===== src/rtl/eda_region_compare_pkg.sv =====
// Shared types and elaboration helpers for the regional-max comparator.
// Helper vectors are sized for windows up to K=11.
package eda_pkg;

    typedef enum logic [1:0] {IDLE, CALC, DRAIN} state_t;

    localparam int MAX_NEIGH = 128;
    localparam int MAX_IDX_W = 8;

    typedef struct packed {
        logic [MAX_IDX_W-1:0] idx;
        logic [MAX_NEIGH-1:0] onehot;
    } lowest_t;

    function automatic int neigh_to_win(input int n, input int k);
        return (n < (k*k-1)/2) ? n : n + 1;
    endfunction

    function automatic logic [MAX_NEIGH-1:0] conn4_mask(input int k);
        logic [MAX_NEIGH-1:0] m;
        int w;
        int c;
        m = '0;
        c = (k-1)/2;
        for (int n = 0; n < k*k-1; n++) begin
            w = neigh_to_win(n, k);
            m[n] = ((w / k) == c) || ((w % k) == c);
        end
        return m;
    endfunction

    function automatic lowest_t lowest_one(input logic [MAX_NEIGH-1:0] vec);
        lowest_t r;
        r.onehot = vec & (~vec + MAX_NEIGH'(1));
        r.idx    = '0;
        for (int i = 0; i < MAX_NEIGH; i++) begin
            if (r.onehot[i]) r.idx = MAX_IDX_W'(i);
        end
        return r;
    endfunction

endpackage


===== src/rtl/eda_region_compare_max_tree.sv =====
// Enable-masked unsigned max reduction; disabled inputs contribute 0.
module eda_max #(
    parameter int PIXEL_WIDTH = 8
) (
    input  logic [PIXEL_WIDTH-1:0] a_i,
    input  logic [PIXEL_WIDTH-1:0] b_i,
    output logic [PIXEL_WIDTH-1:0] max_o
);
    assign max_o = (a_i > b_i) ? a_i : b_i;
endmodule

module eda_max_tree #(
    parameter int PIXEL_WIDTH = 8,
    parameter int NUM         = 2
) (
    input  logic [NUM*PIXEL_WIDTH-1:0] data_i,
    input  logic [NUM-1:0]             en_i,
    output logic [PIXEL_WIDTH-1:0]     max_o
);
    generate
        if (NUM == 1) begin : g_leaf
            assign max_o = en_i[0] ? data_i : '0;
        end else begin : g_split
            // Unequal halves absorb an odd input count, so the spare lane passes straight up.
            localparam int LO = NUM / 2;
            localparam int HI = NUM - LO;
            logic [PIXEL_WIDTH-1:0] max_lo, max_hi;

            eda_max_tree #(.PIXEL_WIDTH(PIXEL_WIDTH), .NUM(LO)) u_lo (
                .data_i (data_i[LO*PIXEL_WIDTH-1:0]),
                .en_i   (en_i[LO-1:0]),
                .max_o  (max_lo)
            );
            eda_max_tree #(.PIXEL_WIDTH(PIXEL_WIDTH), .NUM(HI)) u_hi (
                .data_i (data_i[NUM*PIXEL_WIDTH-1:LO*PIXEL_WIDTH]),
                .en_i   (en_i[NUM-1:LO]),
                .max_o  (max_hi)
            );
            eda_max #(.PIXEL_WIDTH(PIXEL_WIDTH)) u_max (
                .a_i   (max_lo),
                .b_i   (max_hi),
                .max_o (max_o)
            );
        end
    endgenerate
endmodule


===== src/rtl/eda_region_compare.sv =====
// Regional-max verdict for one KxK window, then serialises un-iterated equal
// neighbours one per handshake to the flood-fill push FIFO.
module eda_region_compare
    import eda_pkg::*;
#(
    parameter int PIXEL_WIDTH = 8,
    parameter int K           = 3,
    parameter int IDX_WIDTH   = $clog2(K*K-1)
) (
    input  logic                       clk,
    input  logic                       reset,
    input  logic                       in_valid,
    output logic                       in_ready,
    input  logic [PIXEL_WIDTH*K*K-1:0] window_values,
    input  logic [K*K-2:0]             neigh_valid,
    input  logic [K*K-2:0]             iterated_idx,
    input  logic                       conn4,
    output logic                       result_valid,
    output logic                       compare_out,
    output logic [K*K-2:0]             equal_positions,
    output logic                       push_valid,
    input  logic                       push_ready,
    output logic [IDX_WIDTH-1:0]       push_idx,
    output logic                       push_last
);
    localparam int WINDOW = K*K;
    localparam int NEIGH  = WINDOW - 1;
    localparam int CENTRE = (WINDOW - 1) / 2;
    localparam logic [MAX_NEIGH-1:0] CONN4_MASK = conn4_mask(K);

    state_t                        state_q, state_d;
    logic [PIXEL_WIDTH*WINDOW-1:0] win_q;
    logic [NEIGH-1:0]              nvalid_q, iter_q;
    logic                          conn4_q;
    logic                          result_valid_q, result_valid_d;
    logic                          compare_q, compare_d;
    logic [NEIGH-1:0]              equal_q, equal_d;
    logic [NEIGH-1:0]              pend_q, pend_d;

    logic [NEIGH-1:0]       en, eq_now;
    logic [WINDOW-1:0]      win_en;
    logic [PIXEL_WIDTH-1:0] max_val, centre_val;
    lowest_t                lo;
    logic [NEIGH-1:0]       lo_onehot;
    logic                   unused_lo;

    // Verdict: masked max over the captured window; the centre always takes part.
    assign en             = nvalid_q & (conn4_q ? CONN4_MASK[NEIGH-1:0] : {NEIGH{1'b1}});
    assign win_en[CENTRE] = 1'b1;
    assign centre_val     = win_q[CENTRE*PIXEL_WIDTH +: PIXEL_WIDTH];

    generate
        for (genvar n = 0; n < NEIGH; n++) begin : g_neigh
            localparam int W = neigh_to_win(n, K);
            assign win_en[W] = en[n];
            assign eq_now[n] = en[n] && (win_q[W*PIXEL_WIDTH +: PIXEL_WIDTH] == max_val);
        end
    endgenerate

    eda_max_tree #(.PIXEL_WIDTH(PIXEL_WIDTH), .NUM(WINDOW)) u_max_tree (
        .data_i (win_q),
        .en_i   (win_en),
        .max_o  (max_val)
    );

    // Serialiser: lowest remaining bit of the pending set is offered next.
    assign lo        = lowest_one({{(MAX_NEIGH-NEIGH){1'b0}}, pend_q});
    assign lo_onehot = lo.onehot[NEIGH-1:0];
    assign unused_lo = ^{lo.idx[MAX_IDX_W-1:IDX_WIDTH], lo.onehot[MAX_NEIGH-1:NEIGH]};

    always_comb begin
        state_d        = state_q;
        result_valid_d = 1'b0;
        compare_d      = compare_q;
        equal_d        = equal_q;
        pend_d         = pend_q;
        case (state_q)
            IDLE: begin
                if (in_valid) state_d = CALC;
            end
            CALC: begin
                result_valid_d = 1'b1;
                compare_d      = (centre_val == max_val);
                equal_d        = eq_now;
                pend_d         = eq_now & ~iter_q;
                state_d        = (|(eq_now & ~iter_q)) ? DRAIN : IDLE;
            end
            DRAIN: begin
                if (push_ready) begin
                    pend_d = pend_q & ~lo_onehot;
                    if (pend_q == lo_onehot) state_d = IDLE;
                end
            end
            default: state_d = IDLE;
        endcase
    end

    always_ff @(posedge clk) begin
        if (reset) begin
            state_q        <= IDLE;
            result_valid_q <= 1'b0;
            compare_q      <= 1'b0;
            equal_q        <= '0;
            pend_q         <= '0;
        end else begin
            state_q        <= state_d;
            result_valid_q <= result_valid_d;
            compare_q      <= compare_d;
            equal_q        <= equal_d;
            pend_q         <= pend_d;
        end
    end

    always_ff @(posedge clk) begin
        if (state_q == IDLE && in_valid) begin
            win_q    <= window_values;
            nvalid_q <= neigh_valid;
            iter_q   <= iterated_idx;
            conn4_q  <= conn4;
        end
    end

    assign in_ready        = (state_q == IDLE);
    assign push_valid      = (state_q == DRAIN);
    assign push_idx        = lo.idx[IDX_WIDTH-1:0];
    assign push_last       = push_valid && (pend_q == lo_onehot);
    assign result_valid    = result_valid_q;
    assign compare_out     = compare_q;
    assign equal_positions = equal_q;

endmodule


===== config.mk =====
export PLATFORM = sky130hd
export DESIGN_NAME = eda_region_compare
export DESIGN_NICKNAME = d
export VERILOG_FILES = /design/src/rtl/eda_region_compare_pkg.sv /design/src/rtl/eda_region_compare_max_tree.sv /design/src/rtl/eda_region_compare.sv
export SDC_FILE = /design/constraint.sdc
export NUM_CORES = 1
export LEC_CHECK = 0
export BUFFER_PORTS_ARGS = -buffer_cell sky130_fd_sc_hd__buf_2
export CORE_MARGIN = 1
export CORE_UTILIZATION = 38
export DETAILED_ROUTE_END_ITERATION = 10
export GPL_TIMING_DRIVEN = 0
export PLACE_DENSITY = 0.55
export SLEW_MARGIN = 20
export SYNTH_ARGS = -nofsm -noshare
export SYNTH_HDL_FRONTEND = slang
export SYNTH_SLANG_ARGS = --single-unit

===== constraint.sdc =====
create_clock -name clk -period 17.5 [get_ports clk]
set_clock_uncertainty 0.2 [all_clocks]
set_input_delay 1.75 -clock clk [delete_from_list [all_inputs] [get_ports clk]]
set_output_delay 1.75 -clock clk [all_outputs]
set_load 0.1 [all_outputs]

# After elaboration in Yosys (flattened, before gate mapping)
# Index checks and enable logic that the tools add are counted.
[word_totals]
output_inout_bits = 16
register_bits = 109
[op_classes]
n_reduce_logical = 15
bitwise = 7
n_mux = 152
order_cmp = 8
addsub = 1
n_eq_ne = 15
[ops]
columns = ["cell", "n"]
rows = [
  ["3-bit 2-to-1 mux", 126],
  ["8-bit 2-to-1 mux", 18],
  ["128-bit by 1-bit adder with 128-bit output (second input constant)", 1],
  ["8-bit by 128-bit bitwise AND with 128-bit output", 1],
  ["8-bit inverter with 128-bit output", 1],
  ["8-bit == test", 10],
  ["8-bit > comparator", 8],
  ["8-bit bitwise AND", 3],
  ["8-bit inverter", 2],
  ["8-bit case mux with 2 select lines", 1],
  ["1-bit logical AND", 10],
  ["2-bit 2-to-1 mux", 4],
  ["8-bit OR reduction", 1],
  ["2-bit case mux with 3 select lines", 1],
  ["2-bit by 1-bit != test with 1-bit output (second input constant)", 2],
  ["3-bit AND reduction", 1],
  ["2-bit by 1-bit == test with 1-bit output (second input constant)", 1],
  ["2-bit == test (second input constant)", 1],
  ["2-bit logical NOT", 1],
  ["1-bit 2-to-1 mux", 2],
  ["2-bit != test (second input constant)", 1],
  ["2-bit AND reduction", 1],
  ["2-bit nonzero test", 1],
]

# Logic depth before layout (Yosys ltp)
# Gate-level depths: netlist of run 1.
[logic_depth]
word_depth = 130
depth_mapped = 48

# By module
# A second synthesis of run 1 with hierarchy kept.
[hier_totals]
hier_cells = 702
area_unflattened_um2 = 7537.2
[by_module_without_submodules]
columns = ["mod", "cells_each", "area_each_um2", "instances", "seq_area_each_um2"]
rows = [
  ["eda_region_compare", 350, 4654.5, 1, 3072.9],
  ["eda_max", 35, 304.0, 8, 0.0],
  ["eda_max_tree (u_max_tree.g_split.u_hi.g_split.u_hi.g_split.u_hi.g_split.u_hi ...)", 8, 50.0, 9, 0.0],
]

# Least setup slack after synthesis of run 1
# Ideal clock, no wire load.
[synth_path]
path_kind = "register -> register"
start = "reg conn4_q"
end = "reg state_q[1]"
period_less_slack_ps = 9960
path_stages_with_launch = 44
t_arrival_ps = 9675
path_slack_ps = 7540
t_required_ps = 17215
setup_ps = 85
cell_sequence = "edfxtp_1 nor2b_1 clkbuf_1 nand2_1 ha_1 a21oi_1 a21oi_1 o21ai_1 mux2i_1 inv_1 ha_1 nand2_1 o21ai_0 o32ai_1 a311o_1 o21a_1 o21a_1 buf_2 [8 not listed] clkbuf_1 mux2_2 ha_1 and3_4 a221o_1 a21o_1 and2_4 buf_6 and2_4 a222oi_1 inv_2 a31oi_4 xnor2_1 a21o_1 or4_4 o2111ai_2 nor4b_1 o31ai_2"
[synth_between]
elab_chain_len = 17
elab_cells_between_ends = 40
[synth_rtl]
columns = ["item", "line_no", "rtl"]
rows = [
  ["start: declaration", "eda_region_compare.sv:34", "logic conn4_q;"],
  ["start signal: assignment", "eda_region_compare.sv:119", "conn4_q <= conn4;"],
  ["8-bit 2-to-1 mux *", "eda_region_compare.sv:48", "assign en = nvalid_q & (conn4_q ? CONN4_MASK[NEIGH-1:0] : {NEIGH{1'b1}});"],
  ["8-bit bitwise AND *", "eda_region_compare.sv:48", ""],
  ["8-bit 2-to-1 mux", "eda_region_compare_max_tree.sv:22", "assign max_o = en_i[0] ? data_i : '0;"],
  ["8-bit > comparator", "eda_region_compare_max_tree.sv:9", "assign max_o = (a_i > b_i) ? a_i : b_i;"],
  ["8-bit 2-to-1 mux", "eda_region_compare_max_tree.sv:9", ""],
  ["8-bit > comparator", "eda_region_compare_max_tree.sv:9", ""],
  ["8-bit 2-to-1 mux", "eda_region_compare_max_tree.sv:9", ""],
  ["8-bit > comparator", "eda_region_compare_max_tree.sv:9", ""],
  ["8-bit 2-to-1 mux", "eda_region_compare_max_tree.sv:9", ""],
  ["8-bit > comparator", "eda_region_compare_max_tree.sv:9", ""],
  ["8-bit 2-to-1 mux", "eda_region_compare_max_tree.sv:9", ""],
  ["8-bit == test", "eda_region_compare.sv:56", "assign eq_now[n] = en[n] && (win_q[W*PIXEL_WIDTH +: PIXEL_WIDTH] == max_val);"],
  ["1-bit logical AND", "eda_region_compare.sv:56", ""],
  ["8-bit bitwise AND *", "eda_region_compare.sv:86", "state_d = (|(eq_now & ~iter_q)) ? DRAIN : IDLE;"],
  ["8-bit OR reduction *", "eda_region_compare.sv:86", ""],
  ["2-bit 2-to-1 mux *", "eda_region_compare.sv:86", ""],
  ["2-bit case mux with 3 select lines *", "eda_region_compare.sv:77", "case (state_q)"],
  ["end signal: assignment", "eda_region_compare.sv:106", "state_q <= state_d;"],
  ["end: declaration", "eda_region_compare.sv:31", "state_t state_q, state_d;"],
]
# Mark *: on every way between the ends. The rest lies on a longest branch, timed or not.
# A chain may end at the register's enable or synchronous reset.

# Worst setup path after layout of run 1
# Same ends and word-level chain as after synthesis.

==> results of run 1 <==
## metal layers
layer	vias to the layer above	global-route usage, %	part of all wire [%]
li1	3459	-	-
met1	3301	31.3	49
met2	174	36.3	46
met3	24	2.67	3.5
met4	0	6.39	2.1
met5	-	0	0
## cell usage in the layout, fill, tap and decap left out, types with 5 or more instances in the layout
cell type,netlist,final
buf_2,4,113
nor2b_1,11,11
xor2_1,17,17
nand2_1,112,112
o21ai_0,32,32
a21oi_1,60,60
nor2_1,57,57
nand3_1,29,29
xnor2_1,37,37
nor4_1,7,7
o21a_1,11,11
a21o_1,10,10
dfxtp_1,20,20
clkbuf_1,23,23
ha_1,62,62
o211ai_1,11,11
a211o_1,6,6
clkbuf_16,0,9
or3_1,10,10
o32ai_1,5,5
mux2_2,7,7
a31oi_1,13,13
o2111ai_1,9,9
o31ai_1,5,5
and2_1,22,21
buf_4,5,5
inv_1,39,39
edfxtp_1,89,89
nand4_1,11,11
nor3_1,12,12
nand2b_1,5,5
mux2i_1,16,16
a211oi_1,6,6
and3_1,7,7
## worst max-delay path, delay by kind of cell, from the launching register on
family                   cells  cell delay, ns
XOR/XNOR                     1            0.20
AND/OR/NAND/NOR             16            4.17
flip-flops                   1            0.45
buffers and inverters        6            1.75
multiplexers                 2            0.78
AO/OA/AOI/OAI               16            4.34
adder cells (fa/ha/maj)      4            1.17
## worst paths after layout
kind / from / to / slack, ns
max: conn4_q / state_q[1] / 4.35
min: equal_positions[1] / equal_positions[1] / 0.25
min reg2reg: equal_positions[1] / equal_positions[1] / 0.25
max reg2reg: conn4_q / state_q[1] / 4.35
## per-stage QoR
step	instances	total power (W)	setup WS, ns	hold WS [ns]	utilization, %
after floorplan	861	0.000941	7.54	0.282	-
after global placement	1239	0.00119	4.31	0.243	43.4
after detailed placement	1242	0.00119	4.68	0.246	43.7
after CTS	1258	0.00141	4.56	0.257	45.2
after global routing	1258	0.00151	3.45	0.278	45.2
final	1258	0.00142	4.35	0.254	45.2
## state kept, by name (all words and copies together), names as in the netlist
signal           flops
win_q               72
equal_positions      8
iter_q               8
nvalid_q             8
pend_q               8
state_q              2
compare_out          1
conn4_q              1
result_valid         1
## final cells by class
class	count	share of cell area (%)
Multi-Input combinational cell	677	50.1
Sequential cell	109	33.2
Timing Repair Buffer	111	6.30
Tap cell	270	3.65
Clock buffer	9	2.43
Buffer	34	1.72
Inverter	41	1.66
Clock inverter	7	0.919
## cell families after synthesis
kind of cell               after synthesis
xor gates and xnor gates                54
adders and majority gates               64
DFF                                    109
muxes                                   24
and+or+nand+nor                        309
AOI/OAI and AO/OA                      226
buffers and inverters                   75
## power by group through the flow
stage | Sequential [W] | Combinational, W | Clock, W
after floorplan | 0.000314 | 0.000627 | 0
after global placement | 0.000319 | 0.000868 | 0
after detailed placement | 0.000317 | 0.000876 | 0
after CTS | 0.000311 | 0.000882 | 0.000221
after global routing | 0.000313 | 0.000966 | 0.000230
final | 0.000311 | 0.000892 | 0.000217
==> summary.md, run 1 <==
| Metric | Value |
|---|---|
| Status | complete, no violations |
| Syn Nets | 1016 |
| Area overhead of the layout relative to synthesis | 15.4% |
| Worst stage delay on the critical path | 0.73 ns |
| Port bufs | 108 |
| Post-synth top area share | 33.3% |
| Synthesis Warnings | 0 |
| Synth Area in Compound Gates | 19.9% |
| WP data required | 17.59 ns |
| Hold Crit Depth | 2 |
| Adder-Cell Fraction of Synth Area | 9.92% |
| Mapped cell area | 8020 sq um |
| P_int | 0.000727 W |
| Worst hold path class | flop to flop |
| Top-count cell post-synth | nand2_1 |
| Register area | 3070 sq um |
| CP Launch Type | flop |
| Crit. End Element | flop |
| Critical path type | flop to flop |
| Slew of the pin with the lowest slew margin | 0.926 ns |
| Multiplexer share of the synthesized area | 3.17% |
| Relative max-transition margin | 37.5% |
| Post-CTS resize count | 0 |
| Layout cells sized above 1 | 17.8% |
| Clock Power Share | 15.3% |
| Post-synth top flop | edfxtp_1 |
| CTS buffer count | 9 |
| Sw Ratio | 48.8% |
| Initial Util | 39.1% |
| Drt via density | 5.53 |
| CTS clk-pin slew, worst paths | 0.09 ns |
| Clk root buf | clkbuf_16 |
| Cts hold-fix bufs | 0 |
| Initial DRC count | 546 |
| Crit-path max FO | 10 |
| Max Fclk | 76.0 MHz |
| DRC | 0 |
| Clock Tree Buf Depth | 2 |
| Multi-input gate area | 4640 sq um |
| Switch Pwr | 0.000693 W |
| CTS tree | built |
| Cell depth of the worst flop-to-flop path | 45 |
| #FFs+latches synth | 109 |
| GR Overflow Total | 0 |
| Die height | 147 um |
| RSZ-0062 raised after global routing | false |
| Max Cap Viol | 0 |
| Setup violations, final | 0 |
| Vias in the first global route | 6612 |
| Cell row count | 52 |
| Final ANT Viol Nets | 0 |
| Post-synth top cells | nand2_1, edfxtp_1, ha_1 |
| Io pins | 109 |
| Gate power share | 62.8% |
| Worst vdd ir | 0.0000983 V |
| Initial antenna violation count | 0 |
| Via Count | 6958 |
| Post-route setup TNS | 0 ns |
| Worst-skew pair later-pin latency | 0.37 ns |
| Slew Limit Fails | 0 |
| Final Hold Fails | 0 |
| Flop pwr share | 21.9% |
| Shortest period the worst path allows | 13.15 ns |
| Routed len/inst | 19.1 um |
| Fraction of registers with async set/reset | 0% |
| Hpwl dp | 19000 um |
| Pwr dens | 153 nW/um^2 |
| Die ar. | 21700 sq um |
| Mapped Cells | 861 |
| Mean post-synth cell area | 9.32 sq um |
| CP max stage cell | buf_1 |
| Synth area leader | edfxtp_1 |
| Post-DP Area | 8950 sq um |
| Post-Synth XOR/XNOR Area | 5.90% |
| Leakage power | 3.81 nW |
| GPL Wtd Cong | 0.909 |
| Library cells used by synthesis | 90 |
| Post-route cell area | 9260 sq um |
| Sequential share of the synthesized area | 38.3% |
| Chip width | 147 um |
| Final Cycle Share | 75.1% |
| Largest family of logic cells by synthesized area | compound AO/OA/AOI/OAI gates |
| Final-stage net count | 1138 |
| Diodes inserted | 0 |
| Simple-gate portion of the synthesized area | 18.9% |
| Top post-synthesis cells by area | edfxtp_1, ha_1, nand2_1, dfxtp_1, xnor2_1 |
| WL final | 24000 um |
| Post-synth EDFFs | 89 |
| First-pass GRT wire length | 36900 um |
| Total GRT Usage | 22.4% |
| Core area | 20500 sq um |
| TritonRoute pass-1 iters | 5 |
| Setup Buffers After CTS | 0 |
| Largest net degree at the start of global routing | 54 |
| CTS H-tree depth | 3 |
| Filler instances | 2026 |
| Crit path DAT | 13.24 ns |
| CTS sink cnt | 109 |
No activity file was read; power rests on OpenSTA's default activity.
==> run 2, diff against run 1 <==
Settings changed: ABC_AREA from default to 1, PLACE_DENSITY 0.55 to 0.57.
Clock period 17.5 ns to 10.75 ns, I/O delays scaled along.
==> run 2 against run 1 <==
Compared with the run above:
- first-iteration DRC count down 13%
- sequential power up 64%
- sequential share of layout area grew 0.16 points
- global-route usage is 0.20 points higher
- hold slack improved by 0.048 ns
- cell count increased by 17%
- non-clock buffer count fell by 3
- die area decreased by 0.83%
- area after synthesis shrank 0.84%
==> summary.md, run 2 <==
| Metric | Value |
|---|---|
| Register name with the most flops | win_q |
| Most frequent cells in the layout | nand2_1, inv_1, buf_2 |
| Layout cells sized above 1 | 16.4% (-1.4 points) |
| Shortest period the worst path allows | 9.17 ns (-3.98 ns) |
| DRC | 0 (unchanged) |
| Worst vdd ir | 0.000161 V (+64%) |
| Area overhead of the layout relative to synthesis | 15.8% |
| Core area | 20400 sq um (-0.64%) |
| Leakage power | 4.66 nW (+22%) |
| Chip width | 147 um (-0.42%) |
| Commonest non-fill, non-tap cell in the layout | nand2_1 |
| Io pins | 109 (unchanged) |
| Slew Limit Fails | 0 (unchanged) |
| Clk root buf | clkbuf_16 |
| Max reg flops | 72 (unchanged) |
| Via Count | 7281 (+4.6%) |
| RSZ-0062 raised after global routing | false |
| Hpwl dp | 18700 um (-1.4%) |
| Clock Tree Buf Depth | 2 (unchanged) |
| Post-synth top cells | nand2_1, inv_1, nand3_1 |
| Slew of the pin with the lowest slew margin | 0.694 ns (-0.232 ns) |
| Status | complete, no violations |
| Vias in the first global route | 6870 (+3.9%) |
| Max Cap Viol | 0 (unchanged) |
| Reg2Reg Setup Slack | 1.58 ns (-2.77 ns) |
| Crit. End Element | flop |
| Port bufs | 108 (unchanged) |
| Multiplexer share of the synthesized area | 0% (-3.2 points) |
| Total GRT Usage | 22.6% (+0.20 points) |
| Relative max-transition margin | 53.6% (+16 points) |
| Mapped cell area | 7960 sq um (-0.84%) |
| WP data required | 10.82 ns (-6.77 ns) |
| Cts hold-fix bufs | 0 (unchanged) |
| CTS tree | built |
| Final Non-Filler Cells | 1475 (+17%) |
| Fraction of registers with async set/reset | 0% (unchanged) |
| Critical path type | flop to flop |
| Post-Synth XOR/XNOR Area | 1.32% (-4.6 points) |
| Setup Buffers After CTS | 0 (unchanged) |
| Synthesis Warnings | 0 (unchanged) |
| CP Launch Type | flop |
| Worst-skew pair later-pin latency | 0.37 ns (about the same) |
| Cell row count | 52 (unchanged) |
| First-pass GRT wire length | 36700 um (-0.71%) |
| Drt via density | 4.94 (-11%) |
| #FFs+latches synth | 109 (unchanged) |
| Routed len/inst | 16.0 um (-16%) |
| Final-stage net count | 1353 (+19%) |
| Adder-Cell Fraction of Synth Area | 9.75% (-0.17 points) |
| Most common cell on crit path | nand2_1 |
| CTS clk-pin slew, worst paths | 0.08 ns (about the same) |
| Post-synth EDFFs | 89 (unchanged) |
| Largest net degree at the start of global routing | 21 (-61%) |
| Initial antenna violation count | 2 (+2) |
| Initial Util | 39.1% (-0.082 points) |
| Syn Nets | 1225 (+21%) |
| Synth Area in Compound Gates | 9.08% (-11 points) |
| Worst hold path class | flop to flop |
| Largest family of logic cells by synthesized area | simple AND/OR/NAND/NOR gates |
| Cells after DPL | 1457 (+17%) |
| GR Overflow Total | 0 (unchanged) |
| TritonRoute pass-1 iters | 5 (unchanged) |
| Pwr dens | 299 nW/um^2 (+95%) |
| Die height | 147 um (-0.42%) |
| Post-CTS resize count | 0 (unchanged) |
| Crit path DAT | 9.24 ns (-4.00 ns) |
| Filler instances | 2107 (+4.0%) |
| Post-synth top flop | edfxtp_1 |
| CP max stage cell | o21ai_0 |
| Final Cycle Share | 85.3% (+10 points) |
| Initial DRC count | 473 (-13%) |
| Top post-synthesis cells by area | edfxtp_1, nand2_1, ha_1, inv_1, nand3_1 |
| WL final | 23500 um (-2.0%) |
| Setup violations, final | 0 (unchanged) |
| Crit-path max FO | 10 (unchanged) |
| Final Hold Fails | 0 (unchanged) |
| Worst stage delay on the critical path | 0.54 ns (-0.19 ns) |
| Sequential share of the synthesized area | 38.6% (+0.33 points) |
| Final ANT Viol Nets | 0 (unchanged) |
| Mean post-synth cell area | 7.43 sq um (-20%) |
| Die ar. | 21500 sq um (-0.83%) |
| Synth area leader | edfxtp_1 |
| Max Fclk | 109 MHz (+43%) |
| GPL Wtd Cong | 0.943 (+3.8%) |
| Hold slack | 0.303 ns (+0.0485 ns) |
| Library cells used by synthesis | 43 (-52%) |
| Post-synth top area share | 33.6% (+0.28 points) |
| CTS buffer count | 9 (unchanged) |
| Simple-gate portion of the synthesized area | 32.7% (+14 points) |
| Top-count cell post-synth | nand2_1 |
| CTS H-tree depth | 3 (unchanged) |
| Mapped Cells | 1070 (+24%) |
| CTS sink cnt | 109 (unchanged) |
[run 2: area by class of cell]
type	instances	area, sq um	share of cell area (%)
Clock buffer	9	225	2.44
Sequential cell	109	3070	33.4
Clock inverter	7	72.6	0.788
Inverter	145	544	5.91
Multi-Input combinational cell	791	4210	45.7
Antenna cell	2	5.00	0.0543
Tap cell	270	338	3.67
Buffer	25	131	1.43
Timing Repair Buffer	117	612	6.64
[run 2: worst paths after layout]
kind              start    endpoint  cells past startpoint
min          state_q[1]  state_q[0]                      1
max reg2reg     conn4_q  state_q[1]                     53
max             conn4_q  state_q[1]                     53
min reg2reg  state_q[1]  state_q[0]                      1
[run 2: metrics by stage]
| stage | TNS (ns) | setup slack [ns] | power (W) | utilization (%) | instance area [sq um] |
|---|---|---|---|---|---|
| after floorplan | 0 | 2.78 | 0.00182 | - | 7960 |
| after global placement | -10.21 | -0.133 | 0.00238 | 43.4 | 8830 |
| after detailed placement | 0 | 1.71 | 0.00239 | 43.8 | 8910 |
| after CTS | 0 | 1.67 | 0.00274 | 45.2 | 9210 |
| after global routing | 0 | 0.826 | 0.00297 | 45.2 | 9210 |
| final | 0 | 1.58 | 0.00275 | 45.2 | 9210 |
[run 2: metal layers]
metal  wire length, um  global-route usage, %  up-vias
met5                 0                      0        -
met4               589                   8.96        0
met3              1260                   3.62       36
met2             10700                   35.9      198
met1             11000                   30.6     3285
li1                  -                      -     3762
[run 2: worst max-delay path, delay by kind of cell (launching register included)]
kind | cells | cell delay [ns]
compound gates | 8 | 2.25
buf+inv | 11 | 1.95
fa+ha+maj | 4 | 1.25
flops | 1 | 0.36
simple gates | 30 | 3.06
[run 2: kinds of logic after synthesis]
kind of cell,after synthesis
xor gates and xnor gates,12
buffers and inverters,170
AOI/OAI and AO/OA,131
DFF,109
adders and majority gates,62
and+or+nand+nor,586
[run 2: report_power, final]
part | switching [W] | total (W) | leakage [nW] | internal [W]
Clock | 0.000173 | 0.000337 | 0.141 | 0.000163
Sequential | 0.0000206 | 0.000509 | 1.02 | 0.000488
Combinational | 0.00135 | 0.00191 | 3.50 | 0.000553
